[src/rtl/regfile_scoreboard.sv]
// regfile_scoreboard: NREAD-port register file for the core, with load-data
// lane selection / extension at write-back and a per-register busy
// scoreboard that holds decode when an operand depends on an outstanding load.
// Optional macro REGFILE_BYPASS_EN: write-through read bypass, and a
// dependent read may proceed in the cycle its load writes back.
module regfile_scoreboard #(
  parameter int unsigned     XLEN    = 32,
  parameter int unsigned     NREGS   = 32,
  parameter int unsigned     NREAD   = 2,
  parameter int unsigned     SP_IDX  = 31,
  parameter logic [XLEN-1:0] SP_INIT = 32'hFFFFFC00,
  localparam int unsigned    AW      = $clog2(NREGS)
) (
  input  logic                  clk,
  input  logic                  rst,
  input  logic [NREAD*AW-1:0]   rd_addr_i,
  output logic [NREAD*XLEN-1:0] rd_data_o,
  input  logic [NREAD-1:0]      rd_used_i,
  input  logic                  issue_valid_i,
  input  logic                  issue_load_i,
  input  logic [AW-1:0]         issue_rd_i,
  output logic                  stall_o,
  input  logic                  wb_valid_i,
  input  logic [AW-1:0]         wb_rd_i,
  input  logic                  wb_from_mem_i,
  input  logic [XLEN-1:0]       wb_alu_i,
  input  logic [XLEN-1:0]       wb_mem_i,
  input  logic [1:0]            wb_size_i,
  input  logic                  wb_unsigned_i,
  input  logic [1:0]            wb_off_i,
  output logic [NREGS-1:0]      busy_vec_o,
  output logic [AW:0]           pending_cnt_o
);

  logic [XLEN-1:0]  regs_q [NREGS];
  logic [NREGS-1:0] busy_q, busy_d;
  logic [AW:0]      cnt_q, cnt_d;
  logic [XLEN-1:0]  wd;
  logic [7:0]       lane_b;
  logic [15:0]      lane_h;
  logic             ext_b, ext_h;
  logic [NREAD-1:0] clr_hit;

  // Write-back data: lane select and sign/zero extension of load data
  always_comb begin
    lane_b = wb_mem_i[7:0];
    case (wb_off_i)
      2'd1:    lane_b = wb_mem_i[15:8];
      2'd2:    lane_b = wb_mem_i[23:16];
      2'd3:    lane_b = wb_mem_i[31:24];
      default: lane_b = wb_mem_i[7:0];
    endcase
    // half-word lane follows the upper offset bit only; misaligned bit 0 is dropped
    lane_h = wb_off_i[1] ? wb_mem_i[31:16] : wb_mem_i[15:0];
    ext_b  = ~wb_unsigned_i & lane_b[7];
    ext_h  = ~wb_unsigned_i & lane_h[15];
    wd     = wb_alu_i;
    if (wb_from_mem_i) begin
      case (wb_size_i)
        2'b00:   wd = {{(XLEN-8){ext_b}}, lane_b};
        2'b01:   wd = {{(XLEN-16){ext_h}}, lane_h};
        default: wd = wb_mem_i;
      endcase
    end
  end

  // Register storage: async reset to zero (SP gets its boot value), x0 never written
  always_ff @(posedge clk or negedge rst) begin
    if (!rst) begin
      for (int unsigned i = 0; i < NREGS; i++) begin
        regs_q[i] <= (i == SP_IDX) ? SP_INIT : '0;
      end
    end else if (wb_valid_i && (wb_rd_i != '0)) begin
      regs_q[wb_rd_i] <= wd;
    end
  end

  // Per-port flag: this cycle's load write-back resolves the register port k reads
  always_comb begin
    clr_hit = '0;
`ifdef REGFILE_BYPASS_EN
    for (int k = 0; k < NREAD; k++) begin
      clr_hit[k] = wb_valid_i && wb_from_mem_i && (wb_rd_i != '0) &&
                   (wb_rd_i == rd_addr_i[k*AW +: AW]);
    end
`endif
  end

  // Read ports: stored value, optionally overridden by the in-flight write-back
  always_comb begin
    rd_data_o = '0;
    for (int k = 0; k < NREAD; k++) begin
      rd_data_o[k*XLEN +: XLEN] = regs_q[rd_addr_i[k*AW +: AW]];
`ifdef REGFILE_BYPASS_EN
      if (wb_valid_i && (wb_rd_i != '0) && (wb_rd_i == rd_addr_i[k*AW +: AW])) begin
        rd_data_o[k*XLEN +: XLEN] = wd;
      end
`endif
    end
    if (!rst) begin
      rd_data_o = '0;
    end
  end

  // Load-use stall: a consumed operand whose load is still outstanding
  always_comb begin
    stall_o = 1'b0;
    for (int k = 0; k < NREAD; k++) begin
      if (rd_used_i[k] && busy_q[rd_addr_i[k*AW +: AW]] && !clr_hit[k]) begin
        stall_o = 1'b1;
      end
    end
    if (!rst) begin
      stall_o = 1'b0;
    end
  end

  // Scoreboard next state: a new load issue overrides a same-cycle clear
  always_comb begin
    busy_d = busy_q;
    if (wb_valid_i && wb_from_mem_i && (wb_rd_i != '0)) begin
      busy_d[wb_rd_i] = 1'b0;
    end
    if (issue_valid_i && !stall_o && issue_load_i && (issue_rd_i != '0)) begin
      busy_d[issue_rd_i] = 1'b1;
    end
    busy_d[0] = 1'b0;
  end

  // Population count of the next scoreboard so the count lands with busy_vec
  always_comb begin
    cnt_d = '0;
    for (int i = 0; i < NREGS; i++) begin
      cnt_d = cnt_d + {{AW{1'b0}}, busy_d[i]};
    end
  end

  // Scoreboard and count registers; reset drops every outstanding load
  always_ff @(posedge clk or negedge rst) begin
    if (!rst) begin
      busy_q <= '0;
      cnt_q  <= '0;
    end else begin
      busy_q <= busy_d;
      cnt_q  <= cnt_d;
    end
  end

  assign busy_vec_o    = busy_q;
  assign pending_cnt_o = cnt_q;

endmodule
[config.mk]
export PLATFORM = sky130hd
export DESIGN_NAME = regfile_scoreboard
export DESIGN_NICKNAME = d
export VERILOG_FILES = /design/src/rtl/regfile_scoreboard.sv
export SDC_FILE = /design/constraint.sdc
export NUM_CORES = 2
export LEC_CHECK = 0
export BUFFER_PORTS_ARGS = -buffer_cell sky130_fd_sc_hd__buf_2
export CAP_MARGIN = 20
export CORE_MARGIN = 2
export CORE_UTILIZATION = 60
export DETAILED_ROUTE_END_ITERATION = 8
export HOLD_SLACK_MARGIN = 0.15
export PLACE_DENSITY = 0.89
export SKIP_LAST_GASP = 1
export SYNTH_ARGS = -nofsm -noshare
export SYNTH_HDL_FRONTEND = slang
export SYNTH_SLANG_ARGS = --single-unit
[constraint.sdc]
create_clock -name clk -period 7.14 [get_ports clk]
set_input_delay 0.714 -clock clk [delete_from_list [all_inputs] [get_ports clk]]
set_output_delay 0.714 -clock clk [all_outputs]
set_load 0.02 [all_outputs]
==> flow_summary.toml <==
[clock_network]
cts_buffer_depth = 3
cts_hold_buf = 0
cts.clk_slew.worst_paths_ns = 0.07
cts.sink_count = 1061
root_buffer = "clkbuf_16"
cts_tree = "yes"
clkLatencyLatePin_ns = 0.71
cts_buffers = 102
ctsResizeCount = 0
cts_max_level = 3
cts_setup_buffers = 0

[sta]
worstMarginPinSlew_ns = 1.25
hold_slack_ns = 0.277
period_share = 0.955
fmax_mhz = 147
tns_ns = 0
drv_slew = 0
layout_setup_ws_ns = 0.324
finalHoldViolations = 0
fin_crit_ns = 6.82
slew_headroom = 0.141
finalClockSkew_ns = 0.0114
setup_violations = 0
rsz0062_at_grt = "false"

[layout]
fin_cells = 6001
syn2layout_area_growth_pct = 9.56
drive_above_1_share = 0.264
nets = 4784

[logic_synthesis]
syn-num-nets = 4895
syn-instance-count = 4768
ys_warn_count = 0
ys_ff_latch = 1061
synth_area_um2 = 56100
synthFlopType = "dfrtp_1"
ys_seq_area_frac = 0.474
postSynthAreaPerCell_um2 = 11.8
async_reset_ff_frac = 1.00
synth_edf_count = 0
yosys.cell_types.count = 52

[global_route]
grt_max_degree = 154
grt_antenna_before_repair = 18
grt_overflow = 0
grt_pass1_vias = 47072
grt_pass1_wl_um = 284000
grt.total_usage = 0.404

[setup_path]
crit_fanout = 19
worstPathRequired_ns = 7.76
crit_slowest_cell = "fa_1"
endpoint_kind = "flop"
worstReg2RegEnd = "pending_cnt_o[4]"
crit_family = "adder cells"
r2r_slack_ns = 0.32
crit_path_max_incr_delay_ns = 0.52
criticalPathCategory = "reg -> reg"
crit_path_start_kind = "flop"
rr_worst_depth = 22
cp_num_buf_inv = 6
crit_arrival_ns = 7.44
cp_cell_sequence = "mux4_2 > or4b_1 > o41ai_1 > nor4b_2 > buf_4 > buf_12 > o41ai_2 > fa_1 > inv_1 > fa_1 > fa_1 > inv_1 > fa_1 > fa_1 > fa_1 > fa_1 > inv_1 > fa_1 > inv_1 > a21o_1 > a21oi_1 > xnor2_1"
timing.rr.start = "busy_vec_o[5]"
path_common_cell = "fa_1"

[die]
ioPinCount = 200
die_w_um = 310
core_um2 = 93000
die_area_um2 = 96000
start_util = 0.603
rows = 112
die_y_um = 310

[routing]
wl_per_cell_um = 32.0
drc = 0
first_pass_iters = 7
ant_nets = 0
vias = 45261
wl_um = 192000
drt_iter0_markers = 8769
avgViaCountPerCell = 7.54

[power_and_ir_drop]
pwr-share-clk = 0.291
leakage_uw = 0.0271
irDropWorstVdd_uv = 397
p_int_uw = 13000
power.density_nw_per_um2 = 314
power_uw = 19300
power.switching_uw = 6300
seq_power_share = 0.430
sw_frac_of_total = 0.326
p_comb_frac = 0.279

[flow_run]
cap_violations = 0

[outcome]
status = "finished, final reports clean"

[placement]
dp_hpwl_um = 103000
place.gp.congestion = 0.955
port_buffers = 198
dpl.cell_count = 5798
pre_cts_ws_ns = -0.114

[min_path]
min_path_type = "in -> async"
worst max path at each step:
| stage | cells after the start | to | start |
|---|---|---|---|
| final | 22 | pending_cnt_o[4] | busy_vec_o[5] |
| after global routing | 22 | pending_cnt_o[4] | busy_vec_o[5] |
| after CTS | 22 | pending_cnt_o[4] | busy_vec_o[5] |
| after detailed placement | 23 | pending_cnt_o[4] | rd_addr_i[5] |
| after global placement | 21 | pending_cnt_o[4] | rd_addr_i[5] |
| after floorplan | 23 | pending_cnt_o[4] | rd_addr_i[5] |
per-stage QoR:
step	util	instance area (um^2)
after detailed placement	0.622	57900
after global placement	0.622	57900
final	0.661	61500
after global routing	0.661	61500
after CTS	0.659	61300
after floorplan	-	56100
flip-flops by register name (all words and copies together), names as in the netlist:
| name | count |
|---|---|
| busy_vec_o | 31 |
| regs_q | 1024 |
| pending_cnt_o | 6 |
cell usage in the layout, fill, tap and decap left out, types with 12 or more instances in the layout:
cell and n:
a31o_2 16, dfstp_2 22, clkbuf_1 28, fa_1 23, clkbuf_8 23, o21ai_0 1024
dfrtp_1 1039, o31ai_1 18, nand3_1 14, buf_4 123, buf_2 187, mux4_2 654
nor2b_1 74, nand2_1 1027, clkbuf_16 103, nand2_4 30, inv_1 36, clkinv_2 12
mux2i_1 88, nor2_1 25
kinds of logic (layout without fill, tap and decap cells):
kind of cell    after synthesis  count (layout)  share of synthesized area
compound gates             1139            1139                      0.110
xor+xnor                      3               3                   0.000468
fa+ha+maj                    30              30                    0.00977
buf+inv                     583             557                     0.0412
flops                      1061            1061                      0.474
mux                         747             747                      0.279
other cells                   1               6                  0.0000668
simple gates               1204            1204                     0.0859
layer usage:
| metal | share of wire | vias up | wire, um | GRT usage |
|---|---|---|---|---|
| li1 | - | 17115 | - | - |
| met1 | 0.31 | 22176 | 60100 | 0.505 |
| met2 | 0.43 | 4714 | 82000 | 0.569 |
| met3 | 0.19 | 1234 | 35700 | 0.198 |
| met4 | 0.070 | 22 | 13400 | 0.237 |
| met5 | 0.0026 | - | 504 | 0.0324 |
worst register-to-register path, delay by kind of cell (launching register included):
kind,cells,cell delay [ns]
flip-flops,1,0.44
multiplexers,1,0.49
AND/OR/NAND/NOR,2,0.62
AO/OA/AOI/OAI,4,0.90
adder cells (fa/ha/maj),8,3.50
XOR/XNOR,1,0.14
buffers and inverters,6,0.64
power by group through the flow:
stage / registers, uW / clock network [uW] / logic (uW)
floorplan: 7980 / 0 / 3770
finish: 8300 / 5610 / 5380
CTS: 8210 / 5590 / 5270
global placement: 8090 / 0 / 4920
global route: 8380 / 5840 / 5830
detailed placement: 8260 / 0 / 5180
Yosys cell counts, types with 6 or more instances:
cell type	number	area share
o21ai_0	1026	0.092
nand2_1	1057	0.071
or3_1	6	0.00067
mux2i_1	88	0.016
nor3b_1	7	0.00094
o2bb2ai_1	7	0.0011
o221a_2	8	0.0016
nand3_1	14	0.0012
nor3_1	6	0.00054
nor2_1	25	0.0017
buf_1	24	0.0016
dfrtp_1	1039	0.46
o31ai_1	18	0.0024
a22o_1	7	0.0011
buf_2	62	0.0055
a21oi_1	12	0.0011
o41ai_2	11	0.0032
mux4_2	654	0.26
ha_1	7	0.0016
clkbuf_1	453	0.030
dfstp_2	22	0.010
a22oi_1	7	0.00094
fa_1	23	0.0082
o31a_1	10	0.0016
inv_1	36	0.0024
nor2b_1	74	0.0083
a31o_2	16	0.0025
layout make-up:
type | count | area (um^2)
repair buffers | 332 | 2260
clock buffers | 154 | 3000
well taps | 1254 | 1570
fillers | 6083 | 31600
multi-input cells | 3124 | 27500
clock inverters | 35 | 419
flip-flops and latches | 1061 | 26600
inverters | 36 | 135
diodes | 5 | 12.5
Power figures use the tool's default switching activity.
